===== src/rtl/mem_arb_pkg.sv =====
// Shared encodings for the unified-memory port arbiter: FSM states, port ids, latency counter.
// Also holds the data-port address fault rule so every user applies the same one.
package mem_arb_pkg;

  localparam logic [1:0] ST_IDLE  = 2'd0;
  localparam logic [1:0] ST_ISSUE = 2'd1;
  localparam logic [1:0] ST_WAIT  = 2'd2;
  localparam logic [1:0] ST_RESP  = 2'd3;

  localparam logic PORT_IF = 1'b0;
  localparam logic PORT_DM = 1'b1;

  // Wide enough to count the longest legal read latency (4).
  localparam int LAT_CNT_W = 3;

  // Misaligned, or beyond the byte space backed by an addr_w-bit word address.
  function automatic logic dm_addr_fault(input logic [31:0] addr, input int unsigned addr_w);
    return (addr[1:0] != 2'b00) || ((addr >> (addr_w + 2)) != 32'd0);
  endfunction

endpackage


===== src/rtl/rr_arbiter2.sv =====
// Two-way round-robin pick: a single request wins outright, a tie goes to the port not granted last.
// Grant is combinational from the requests; last_gnt advances only on cycles where upd is high.
module rr_arbiter2
  import mem_arb_pkg::*;
(
  input  logic clk,
  input  logic rst,
  input  logic req_if,
  input  logic req_dm,
  input  logic upd,
  output logic gnt_vld,
  output logic gnt_port
);

  logic last_gnt;

  always_comb begin
    gnt_vld = req_if | req_dm;
    if (req_if && req_dm) begin
      gnt_port = ~last_gnt;
    end else begin
      gnt_port = req_dm ? PORT_DM : PORT_IF;
    end
  end

  // Reset to DM so the first tie after reset goes to instruction fetch.
  always_ff @(posedge clk) begin
    if (rst) begin
      last_gnt <= PORT_DM;
    end else if (upd && gnt_vld) begin
      last_gnt <= gnt_port;
    end
  end

endmodule


===== src/rtl/mem_port_arbiter.sv =====
// Shares one single-port word SRAM between fetch and data ports; one access in flight at a time.
// Read done at T+2+MEM_LAT, write at T+2, data fault at T+1; requests are only sampled in IDLE.
module mem_port_arbiter
  import mem_arb_pkg::*;
#(
  parameter int ADDR_W  = 14,
  parameter int MEM_LAT = 1
) (
  input  logic              clk,
  input  logic              rst,
  input  logic              if_req,
  input  logic [31:0]       if_addr,
  output logic [31:0]       if_rdata,
  output logic              if_done,
  input  logic              dm_req,
  input  logic [31:0]       dm_addr,
  input  logic [3:0]        dm_we,
  input  logic [31:0]       dm_wdata,
  output logic [31:0]       dm_rdata,
  output logic              dm_done,
  output logic              dm_err,
  output logic              mem_en,
  output logic [ADDR_W-1:0] mem_addr,
  output logic [3:0]        mem_we,
  output logic [31:0]       mem_wdata,
  input  logic [31:0]       mem_rdata,
  output logic              busy
);

  logic [1:0]           state;
  logic                 cur_port;
  logic                 cur_err;
  logic [ADDR_W-1:0]    cur_addr;
  logic [3:0]           cur_we;
  logic [31:0]          cur_wdata;
  logic [LAT_CNT_W-1:0] lat_cnt;

  logic idle;
  logic gnt_vld;
  logic gnt_port;
  logic dm_fault;
  logic lat_last;

  // Fetch addresses are word-truncated; the dropped bits are deliberately ignored.
  logic unused_if_bits;
  assign unused_if_bits = ^{if_addr[31:ADDR_W+2], if_addr[1:0]};

  assign idle     = (state == ST_IDLE);
  assign dm_fault = dm_addr_fault(dm_addr, ADDR_W);
  assign lat_last = (lat_cnt == LAT_CNT_W'(MEM_LAT - 1));

  rr_arbiter2 u_rr (
    .clk      (clk),
    .rst      (rst),
    .req_if   (if_req),
    .req_dm   (dm_req),
    .upd      (idle),
    .gnt_vld  (gnt_vld),
    .gnt_port (gnt_port)
  );

  always_ff @(posedge clk) begin
    if (rst) begin
      state     <= ST_IDLE;
      cur_port  <= PORT_IF;
      cur_err   <= 1'b0;
      cur_addr  <= '0;
      cur_we    <= 4'd0;
      cur_wdata <= 32'd0;
      lat_cnt   <= '0;
      if_rdata  <= 32'd0;
      dm_rdata  <= 32'd0;
    end else begin
      case (state)
        ST_IDLE: begin
          if (gnt_vld) begin
            cur_port <= gnt_port;
            lat_cnt  <= '0;
            if (gnt_port == PORT_IF) begin
              cur_addr  <= if_addr[ADDR_W+1:2];
              cur_we    <= 4'd0;
              cur_wdata <= 32'd0;
              cur_err   <= 1'b0;
              state     <= ST_ISSUE;
            end else begin
              cur_addr  <= dm_addr[ADDR_W+1:2];
              cur_we    <= dm_we;
              cur_wdata <= dm_wdata;
              cur_err   <= dm_fault;
              // A faulted request never touches memory and answers straight away.
              state     <= dm_fault ? ST_RESP : ST_ISSUE;
            end
          end
        end
        ST_ISSUE: begin
          state <= (cur_we != 4'd0) ? ST_RESP : ST_WAIT;
        end
        ST_WAIT: begin
          if (lat_last) begin
            if (cur_port == PORT_IF) begin
              if_rdata <= mem_rdata;
            end else begin
              dm_rdata <= mem_rdata;
            end
            state <= ST_RESP;
          end else begin
            lat_cnt <= lat_cnt + 1'b1;
          end
        end
        ST_RESP: begin
          state <= ST_IDLE;
        end
        default: begin
          state <= ST_IDLE;
        end
      endcase
    end
  end

  always_comb begin
    mem_en    = (state == ST_ISSUE);
    mem_addr  = cur_addr;
    mem_we    = mem_en ? cur_we : 4'd0;
    mem_wdata = mem_en ? cur_wdata : 32'd0;
    if_done   = (state == ST_RESP) && (cur_port == PORT_IF);
    dm_done   = (state == ST_RESP) && (cur_port == PORT_DM);
    dm_err    = dm_done && cur_err;
    busy      = !idle;
  end

  a_done_exclusive: assert property (@(posedge clk) disable iff (rst) !(if_done && dm_done));
  a_err_with_done:  assert property (@(posedge clk) disable iff (rst) (dm_err |-> dm_done));

endmodule

===== config.mk =====
export PLATFORM = sky130hd
export DESIGN_NAME = mem_port_arbiter
export DESIGN_NICKNAME = d
export VERILOG_FILES = /design/src/rtl/mem_arb_pkg.sv /design/src/rtl/rr_arbiter2.sv /design/src/rtl/mem_port_arbiter.sv
export SDC_FILE = /design/constraint.sdc
export NUM_CORES = 1
export LEC_CHECK = 0
export BUFFER_PORTS_ARGS = -buffer_cell sky130_fd_sc_hd__buf_2
export CAP_MARGIN = 10
export CORE_UTILIZATION = 28
export CTS_BUF_LIST = sky130_fd_sc_hd__clkbuf_4 sky130_fd_sc_hd__clkbuf_8
export DETAILED_ROUTE_END_ITERATION = 6
export PLACE_DENSITY = 0.55
export SLEW_MARGIN = 20
export SYNTH_ARGS = -nofsm -noshare
export SYNTH_HDL_FRONTEND = slang
export SYNTH_SLANG_ARGS = --single-unit

===== constraint.sdc =====
create_clock -name clk -period 1.9 [get_ports clk]
set_input_delay 0.38 -clock clk [delete_from_list [all_inputs] [get_ports clk]]
set_output_delay 0.38 -clock clk [all_outputs]
set_load 0.03 [all_outputs]

# ---- Yosys cells after proc, flatten, opt, wreduce, memory -nomap -nowiden
# Cells that the tools add are included.
dict set report totals {
  ff_bits 122
  output_inout_bits 119
  input_bits 136
  word_cells 55
}
dict set report op_classes {
  n_eq_ne 6
  reduce_logical 18
  add_sub_neg 1
  mux 17
  bitwise_logic 3
}
# op n
set ops {}
lappend ops {{two-way mux 32 bit} 2}
lappend ops {{nonzero test 32 bit} 1}
lappend ops {{two-way mux 14 bit} 1}
lappend ops {{AND reduction 3 bit} 3}
lappend ops {{two-way mux 2 bit} 4}
lappend ops {{two-way mux 4 bit} 2}
lappend ops {{one-hot mux 2 bit (4 select lines)} 1}
lappend ops {{two-way mux 3 bit} 2}
lappend ops {{one-hot mux 3 bit (2 select lines)} 1}
lappend ops {{logical AND 1 bit} 5}
lappend ops {{equality test 2 bit (second input constant)} 2}
lappend ops {{two-way mux 1 bit} 4}
lappend ops {{!= test 2 bit (second input constant)} 2}
lappend ops {{AND reduction 2 bit} 2}
lappend ops {{nonzero test 2 bit} 2}
lappend ops {{nonzero test 4 bit} 1}
lappend ops {{adder 3 x 1 -> 3 bit (second input constant)} 1}
lappend ops {{logical NOT 3 bit} 1}
lappend ops {{equality test 2 x 1 -> 1 bit (second input constant)} 1}
lappend ops {{logical NOT 2 bit} 1}
lappend ops {{!= test 2 x 1 -> 1 bit (second input constant)} 1}
lappend ops {{NOT 1 bit} 2}
lappend ops {{logical NOT 1 bit} 1}
lappend ops {{logical OR 1 bit} 1}
lappend ops {{OR 1 bit} 1}

# ---- Depth between registers and ports, before layout
# Gate-level depths: netlist (run 1).
dict set report logic_depth {
  depth_word 6
  mapped_depth 8
  depth_no_buf 6
}

# ---- By module
# From an unflattened synthesis (run 1), not the netlist that was laid out.
dict set report unflattened {
  hier_cells 609
  hier_area_um2 4854.7
}
# mod n_inst cells_per_inst seq_area_each_um2 area_per_inst_um2
set by_module_without_submodules {}
lappend by_module_without_submodules {mem_port_arbiter 1 603 2422.3 4798.4}
lappend by_module_without_submodules {rr_arbiter2 1 6 20.0 56.3}

# ---- Worst setup path before layout (run 1)
# No wires, ideal clock.
dict set report synth_timing {
  kind {register to output}
  startpoint {register state[1]}
  endpoint {output mem_wdata[10]}
  path_buffers 1
  path_stages_with_launch 5
  t_required_ps 1520
  setup_slack_ps 114
  t_arrival_ps 1406
  cell_sequence {dfxtp_1 -> inv_1 -> ha_1 -> clkbuf_1 -> and2_1}
}
dict set report synth_between {
  elab_chain_len 2
}
# item line
set synth_lines {}
lappend synth_lines {{start, declared} mem_port_arbiter.sv:30} ;# logic [1:0] state;
lappend synth_lines {{start signal, assigned} mem_port_arbiter.sv:91} ;# state <= dm_fault ? ST_RESP : ST_ISSUE;
lappend synth_lines {{start signal, assigned} mem_port_arbiter.sv:96} ;# state <= (cur_we != 4'd0) ? ST_RESP : ST_WAIT;
lappend synth_lines {{equality test 2 x 1 -> 1 bit} mem_port_arbiter.sv:121} ;# mem_en = (state == ST_ISSUE);
lappend synth_lines {{net mem_en} mem_port_arbiter.sv:22} ;# output logic mem_en,
lappend synth_lines {{two-way mux 32 bit} mem_port_arbiter.sv:124} ;# mem_wdata = mem_en ? cur_wdata : 32'd0;
lappend synth_lines {{end, declared} mem_port_arbiter.sv:25} ;# output logic [31:0] mem_wdata,
# The timed path passes the listed nets, and every way through them passes these cells.

# ---- Worst setup path in the final report (run 1)
dict set report layout_timing {
  startpoint {register state[1]}
  endpoint {output mem_wdata[21]}
}
dict set report layout_between {
  elab_chain_len 2
}
# item line
set layout_lines {}
lappend layout_lines {{equality test 2 x 1 -> 1 bit} mem_port_arbiter.sv:121}
lappend layout_lines {{two-way mux 32 bit} mem_port_arbiter.sv:124}
# No other way between the ends.

==> flow_metrics.tcl, run 1 <==
set metrics [dict create \
    synth_warnings 0 \
    drt_iter0_drc 207 \
    clock_skew_ps 10.2 \
    critPathLaunchType "register" \
    diodes 0 \
    max_freq_mhz 541 \
    post-route-min-period_ps 1850 \
    insertion_delay_ps 420 \
    synth.most_common_cell "nand2_1" \
    port_buffers 236 \
    syn_inst 566 \
    cpPeakStageDelay_ps 360 \
    holdBufCountCts 0 \
    synth_cell_types 38 \
    gp_congestion 0.717 \
    rsz0062_at_grt "true" \
    fin_util_pct 41.4 \
    clockRootBuffer "clkbuf_8" \
    clkTransAtPathRegs_ps 80 \
    synth_edf_count 0 \
    dieArea_sq_um 17700 \
    cts.sinks 122 \
    ys_seq_area_share_pct 50.8 \
    die_x_um 133 \
    cts_buffers 17 \
    vias 4647 \
    fp-row-count 47 \
    final_net_count 943 \
    grt_start_max_net_pins 46 \
    critPathTopFamily "flip-flops" \
    p_leak_nw 3.10 \
    start_util_pct 28.8 \
    drive_above_1_share_pct 38.0 \
    slew_viol_final 0 \
    synth-main-ff-cell "dfxtp_1" \
    drt.antenna.violating_nets 0 \
    drt_wl_total_um 14000 \
    end_kind "output port" \
    synth_area_leaders "dfxtp_1 51%, nand2_1 10%, a21oi_1 7.0%" \
    die_y_um 133 \
    finalCritPeriodShare_pct 97.4 \
    slowest_stage "dfxtp_4" \
    cap_violations 0 \
    dp_hpwl_um 9550 \
    rrSetupSlack_ps 110 \
    status "completed" \
    cts_tree "yes" \
    grt_pass1_vias 4568 \
    hp-class "primary input to register" \
    worst-path-max-fanout 14 \
    setup_violations 0 \
    wl_per_cell_um 13.5 \
    grt_overflow 0 \
    core_region_area_sq_um 16700 \
    synth_common_cells "132 x nand2_1, 122 x dfxtp_1, 67 x a21oi_1" \
    postPlaceCellArea_sq_um 6280 \
    crit_chain "inv_4 > ha_4 > buf_8 > and2_1 > buf_4" \
    via_per_inst 4.50 \
    power_density_nw_per_um2 1310 \
    timing.slew.headroom_pct 62.6 \
    clk_path_buf_depth 2 \
    p_total_mw 9.03 \
    syn_nets 709 \
    drt_pass1_iterations 4 \
    vdd_drop_max_v 0.000695 \
    required_ps 1520 \
    drcViolationCount 0 \
    synthArstFlopShare_pct 0 \
    avgSynthCellArea_sq_um 8.50 \
    holdWs_ps 187 \
    syn_area_sq_um 4810 \
    fin_area_sq_um 6910 \
    path_class "register to output port" \
    h-tree-depth 4 \
    tightest_slew_ps 560 \
    grt.total_usage_pct 16.3 \
    grt_pass1_wl_um 22800 \
    ys_seq_elements 122 \
    hold_viol_final 0 \
    finalSetupTns_ps 0 \
    synth_top_area_share_pct 50.8 \
    ios 255 \
    critPathArrivalTime_ps 1470 \
    synth_top_area_cell "dfxtp_1" \
    antenna_found_initial 0 \
    area_delta_synth_final_pct 43.8 \
    cp_num_buf_inv 3 \
]
==> final timing paths <==
check                    start            end  cells past startpoint
setup reg to reg      state[0]       state[0]                      6
setup / recovery      state[1]  mem_wdata[21]                      5
hold / removal    dm_wdata[18]  cur_wdata[18]                      3
hold reg to reg   dm_rdata[24]   dm_rdata[24]                      2
==> per-layer routing <==
metal | GRT usage, % | wire length (um) | vias up
met5 | 0 | 0 | -
met4 | 5.30 | 185 | 0
met3 | 6.32 | 1190 | 12
met2 | 25.5 | 6400 | 181
met1 | 20.3 | 6200 | 2090
li1 | - | - | 2364
==> through the flow <==
stage | worst slack [ps] | cells
detailed placement | 150 | 998
finish | 49.9 | 1033
global placement | 203 | 998
floorplan | 114 | 566
global route | -50.9 | 1033
CTS | 2.73 | 1032
==> timing repair <==
| item | 4_1_cts | 5_1_grt |
|---|---|---|
| setup buffers | 2 | 0 |
| cloned | 0 | 1 |
| resized for setup | 47 | 21 |
| pin swaps | 1 | 4 |
| endpoints found under the setup margin | 38 | 36 |
==> power breakdown <==
| part | internal [mW] | switching [mW] | leakage, nW |
|---|---|---|---|
| logic | 1.25 | 2.09 | 1.90 |
| clock network | 1.41 | 1.07 | 0.210 |
| registers | 2.99 | 0.219 | 0.993 |
==> worst register-to-register path, stage by stage (launching register included) <==
cell	delay (ps)
dfxtp_4	360
inv_1	130
ha_1	180
nor3b_1	460
a21oi_1	170
and4b_1	220
a211oi_1	180
==> cell families after synthesis <==
family,share of synthesized area [%]
compound gates,16.3
xor+xnor,0.364
fa+ha+maj,1.82
buf+inv,5.07
flops,50.8
mux,3.15
simple gates,22.5
==> layout by cell type (no fill, tap or decap), types with 5 or more instances in the layout <==
cell type,n
clkbuf_8,19
buf_4,34
mux2i_1,14
buf_12,8
buf_6,13
dfxtp_1,120
nand2_1,132
nor4_1,5
and2_1,33
a21oi_1,67
a22oi_1,36
a211oi_1,14
nor2_1,58
ha_1,5
buf_2,201
and2_4,6
==> layout make-up <==
cell class / instances / area (sq um)
Sequential cell: 122 / 2450
Clock inverter: 10 / 140
Fill cell: 1741 / 9790
Inverter: 5 / 21.3
Timing Repair Buffer: 257 / 1580
Tap cell: 220 / 275
Clock buffer: 22 / 284
Multi-Input combinational cell: 397 / 2160
==> flip-flops by register name, summed over array words and instances, names as in the netlist <==
register,count
if_rdata,32
dm_rdata,32
state,2
cur_err,1
mem_addr,14
u_rr.last_gnt,1
lat_cnt,3
cur_wdata,32
cur_we,4
cur_port,1
Power figures use the tool's default switching activity.
==> run 2: changes to the inputs <==
SYNTH_HIERARCHICAL = 1   (was unset)
==> flow_metrics.tcl, run 2 <==
set metrics [dict create \
    path_class "register to output port" \
    slew_viol_final 0 \
    setup_violations 0 \
    fillCellCount 1743 \
    multiInputGateArea_sq_um 2300 \
    h-tree-depth 4 \
    dp_hpwl_um 9870 \
    final_common_cell "buf_2" \
    timing.slew.headroom_pct 70.5 \
    grt.total_usage_pct 16.4 \
    holdWs_ps 198 \
    clkTransAtPathRegs_ps 70 \
    synth_common_cells "172 x nand2_1, 122 x dfxtp_1, 104 x a21oi_1" \
    synth_cell_types 32 \
    clock_skew_ps 7.70 \
    clkPwrFrac_pct 26.4 \
    final_cell_mix "200 x buf_2, 172 x nand2_1, 120 x dfxtp_1, 104 x a21oi_1, 37 x nand3_1" \
    syn_nets 752 \
    hp-class "primary input to register" \
    drt.antenna.violating_nets 0 \
    antenna_found_initial 0 \
    stdcell_count 1075 \
    grt_overflow 0 \
    drt_iter0_drc 180 \
    die_x_um 134 \
    via_per_inst 4.54 \
    dieArea_sq_um 17900 \
    synth-main-ff-cell "dfxtp_1" \
    hold_viol_final 0 \
    cpPeakStageDelay_ps 350 \
    synth_top_area_share_pct 50.3 \
    synth.most_common_cell "nand2_1" \
    p_int_mw 5.62 \
    rsz0062_at_grt "true" \
    drive_above_1_share_pct 37.9 \
    gp_congestion 0.761 \
    cts.sinks 122 \
    fin_util_pct 42.8 \
    cts_tree "yes" \
    synth_edf_count 0 \
    drt_pass1_iterations 4 \
    reg.largest.list "cur_wdata x32, dm_rdata x32, if_rdata x32" \
    drcViolationCount 0 \
    regArea_sq_um 2450 \
    final_net_count 985 \
    post-route-min-period_ps 1890 \
    vias 4878 \
    synthArstFlopShare_pct 0 \
    diodes 0 \
    critPathLaunchType "register" \
    grt_pass1_vias 4565 \
    syn_area_sq_um 4850 \
    fp-row-count 47 \
    setup_ws_ps 13.4 \
    pwr-share-seq_pct 35.0 \
    postPlaceCellArea_sq_um 6410 \
    power_density_nw_per_um2 1250 \
    required_ps 1520 \
    finalCritPeriodShare_pct 99.3 \
    vdd_drop_max_v 0.000561 \
    grt_start_max_net_pins 46 \
    start_util_pct 29.0 \
    die_y_um 134 \
    synth_area_leaders "dfxtp_1 50%, nand2_1 13%, a21oi_1 11%" \
    grt_pass1_wl_um 22900 \
    clk_path_buf_depth 2 \
    synth_top_area_cell "dfxtp_1" \
    worst-path-max-fanout 8 \
    synth_warnings 6 \
    fin_area_sq_um 7170 \
    ys_seq_area_share_pct 50.3 \
    p_comb_share_pct 38.6 \
    cts_buffers 17 \
    clockRootBuffer "clkbuf_8" \
    cap_violations 0 \
    wl_per_cell_um 13.6 \
    critPathArrivalTime_ps 1510 \
    p_leak_nw 3.15 \
    core_region_area_sq_um 16800 \
    status "completed" \
    dpl.cell_count 1039 \
    area_delta_synth_final_pct 47.8 \
    crit_chain "inv_4 > ha_4 > clkbuf_16 > and2_1 > buf_6" \
    switchingPower_mw 3.37 \
    tightest_slew_ps 443 \
    ios 255 \
    p_sw_share_pct 37.5 \
    port_buffers 236 \
    slowest_stage "dfxtp_4" \
    ys_seq_elements 122 \
    post-place-ws_ps 110 \
    insertion_delay_ps 430 \
    max_freq_mhz 530 \
    drt_wl_total_um 14600 \
    syn_inst 609 \
    avgSynthCellArea_sq_um 7.97 \
    end_kind "output port" \
]
==> run 2: cells by family (layout without fill, tap and decap cells) <==
family	Yosys count	after routing	synth area share, %
flip-flops	122	122	50.3
buffers and inverters	51	297	4.12
AND/OR/NAND/NOR	286	286	26.1
XOR/XNOR	2	2	0.361
AO/OA/AOI/OAI	126	126	14.2
adder cells (fa/ha/maj)	7	7	1.80
multiplexers	15	15	3.12
==> run 2: worst paths after layout <==
kind | from | end | slack [ps] | depth (start not counted)
worst min register to register | cur_wdata[15] | cur_wdata[15] | 450 | 2
worst max register to register | state[0] | lat_cnt[2] | 130 | 6
worst max-delay path | state[1] | mem_wdata[29] | 10 | 5
worst min-delay path | mem_rdata[15] | dm_rdata[15] | 200 | 3
==> run 2: area by class of cell <==
| type | instances | area share (%) |
|---|---|---|
| Clock buffer | 25 | 4.54 |
| Clock inverter | 7 | 1.22 |
| Inverter | 6 | 0.349 |
| Multi-Input combinational cell | 436 | 32.0 |
| Sequential cell | 122 | 34.1 |
| Tap cell | 220 | 3.84 |
| Timing Repair Buffer | 259 | 23.9 |
==> run 2: what timing repair did <==
item                       CTS  global route
gates cloned                 1             1
gates resized for setup     62            38
hold buffers                 0             0
setup endpoints to repair   37            44
pin swaps                    0             4
setup buffers                1             1
==> run 2: layer usage <==
layer / track usage (%) / share of wire, % / vias to the layer above
met5: 0 / 0 / -
met4: 5.93 / 1.6 / 0
met3: 3.69 / 4.3 / 14
met2: 28.3 / 50 / 130
met1: 19.7 / 44 / 2245
li1: - / - / 2489
==> run 2: critical path, delay by kind of cell (launching register included) <==
family                     cells  cell delay [ps]
and+or+nand+nor                1              150
adders and majority gates      1              200
DFF                            1              350
buffers and inverters          3              370
==> run 2: metrics by stage <==
step                      total power, mW  setup TNS (ps)
final                                8.99               0
after global routing                 9.54            -809
after CTS                            8.97               0
after detailed placement             6.37               0
after global placement               6.35               0
after floorplan                      5.20               0
==> run 2: power by group through the flow <==
| stage | clock network [mW] | logic (mW) | registers, mW |
|---|---|---|---|
| finish | 2.38 | 3.47 | 3.14 |
| global route | 2.58 | 3.77 | 3.19 |
| CTS | 2.46 | 3.37 | 3.14 |
| detailed placement | 0 | 3.18 | 3.18 |
| global placement | 0 | 3.17 | 3.18 |
| floorplan | 0 | 1.54 | 3.67 |
==> run 3: changes to the inputs <==
PLACE_DENSITY = 0.63   (was 0.55)
==> flow_metrics.tcl, run 3 (synthesized netlist as in run 2, its figures left out) <==
set metrics [dict create \
    setup_ws_ps 35.3 \
    final_common_cell "buf_2" \
    die_x_um 134 \
    finalCritPeriodShare_pct 98.1 \
    gp_congestion 0.739 \
    insertion_delay_ps 440 \
    area_delta_synth_final_pct 43.3 \
    holdPathStages 3 \
    drt_pass1_iterations 4 \
    cp_num_buf_inv 3 \
    clock_skew_ps 11.1 \
    critPathArrivalTime_ps 1480 \
    tightest_slew_ps 423 \
    final_cell_mix "203 x buf_2, 172 x nand2_1, 120 x dfxtp_1, 104 x a21oi_1, 37 x nand3_1" \
    cts_buffers 17 \
    rsz0062_at_grt "true" \
    diodes 0 \
    cap_violations 0 \
    gr-usage-met2_pct 25.7 \
    drt.antenna.violating_nets 0 \
    start_util_pct 29.0 \
    hold_viol_final 0 \
    fillCellCount 1745 \
    grt_overflow 0 \
    use_met3_pct 4.26 \
    slew_viol_final 0 \
    drt_wl_total_um 14000 \
    core_region_area_sq_um 16800 \
    drive_above_1_share_pct 36.1 \
    clk_path_buf_depth 2 \
    drt_iter0_drc 214 \
    vias 4820 \
    max_freq_mhz 536 \
    antenna_found_initial 0 \
    wl_per_cell_um 13.1 \
    r2r_cells 6 \
    final_net_count 979 \
    crit_chain "inv_4 > ha_4 > buf_6 > and2_1 > buf_4" \
    holdPathEnd "if_rdata[29]" \
    drcViolationCount 0 \
    grt.total_usage_pct 15.9 \
    hp-class "primary input to register" \
    cts.sinks 122 \
    hp-start "mem_rdata[29]" \
    p_total_mw 8.46 \
    status "completed" \
    r2r-start "state[0]" \
    grtUsageMet1_pct 19.3 \
    port_buffers 236 \
    cpPeakStageDelay_ps 350 \
    cts_tree "yes" \
    die_y_um 134 \
    holdBufCountCts 0 \
    dp_hpwl_um 9690 \
    critPathLaunchType "register" \
    slowest_stage "dfxtp_2" \
    cts_setup_buffers 0 \
    power_density_nw_per_um2 1220 \
    fp-row-count 47 \
    top_usage_layer "met2" \
    via_per_inst 4.51 \
    r2r_end "lat_cnt[2]" \
    post-place-ws_ps 151 \
    clockRootBuffer "clkbuf_8" \
    grt_start_max_net_pins 51 \
    end_kind "output port" \
    timing.slew.headroom_pct 71.8 \
    p_leak_nw 3.04 \
    clkTransAtPathRegs_ps 70 \
    critPathTopFamily "flip-flops" \
    h-tree-depth 4 \
    required_ps 1520 \
    reg.largest.list "cur_wdata x32, dm_rdata x32, if_rdata x32" \
    post-route-min-period_ps 1860 \
    setup_violations 0 \
    dieArea_sq_um 17900 \
    ios 255 \
    grt_pass1_vias 4325 \
    path_class "register to output port" \
    rrSetupSlack_ps 140 \
    grt_pass1_wl_um 22200 \
    vdd_drop_max_v 0.000602 \
    worst-path-max-fanout 12 \
]
run 3: cell types whose count changed in the layout (fill, tap and decap cells not counted), sizes merged:
cell	delta
bufinv	-2
clkinvlp	+2
buf	-4
clkbuf	-3
run 3: per-stage QoR:
step	utilization [%]	area, sq um	hold slack (ps)	setup TNS, ps	std cells
floorplan	-	4850	427	0	609
global placement	38.1	6380	434	0	1037
detailed placement	38.1	6380	439	0	1037
CTS	41.1	6890	150	-16.4	1068
global route	41.5	6960	151	-782	1068
finish	41.5	6960	185	0	1068
run 3: worst reg2reg max path, cell delays in order, from the launching register on:
cell     delay, ps
dfxtp_2        380
inv_1          100
ha_1           220
and3b_1        220
or4b_1         540
xor2_1         150
nor2_1          50
run 3: area by class of cell:
cell class / instances / area, sq um / share of cell area, %
sequential: 122 / 2440 / 35.1
multi-input combinational: 436 / 2270 / 32.7
timing repair buffer: 253 / 1590 / 22.8
clock buffer: 24 / 312 / 4.48
tap: 220 / 275 / 3.96
clock inverter: 7 / 42.5 / 0.611
inverter: 6 / 25.0 / 0.360
run 3: repair_timing:
item	4_1_cts	5_1_grt
pin swaps	0	1
hold endpoints to repair	0	0
setup endpoints to repair	39	34
resized for setup	53	21
run 3: worst max-delay path by stage:
stage                                to  startpoint  depth (start not counted)
final                     mem_wdata[30]    state[1]                          5
after global routing      mem_wdata[16]    state[1]                          5
after CTS                 mem_wdata[16]    state[1]                          5
after detailed placement     lat_cnt[1]    state[0]                          6
after global placement       lat_cnt[2]    state[0]                          6
after floorplan           mem_wdata[10]    state[1]                          4
run 3: report_power, final:
group | leakage [nW] | internal (mW) | switching (mW) | total, mW
Sequential | 0.992 | 2.94 | 0.193 | 3.13
Clock | 0.181 | 1.07 | 1.01 | 2.08
Combinational | 1.87 | 1.14 | 2.11 | 3.25
Total | 3.04 | 5.14 | 3.31 | 8.46
run 3: metal layers:
metal  vias up  wire length [um]
li1       2472                 -
met1      2161              6070
met2       152              6810
met3        35               678
met4         0               474
met5         -                 0
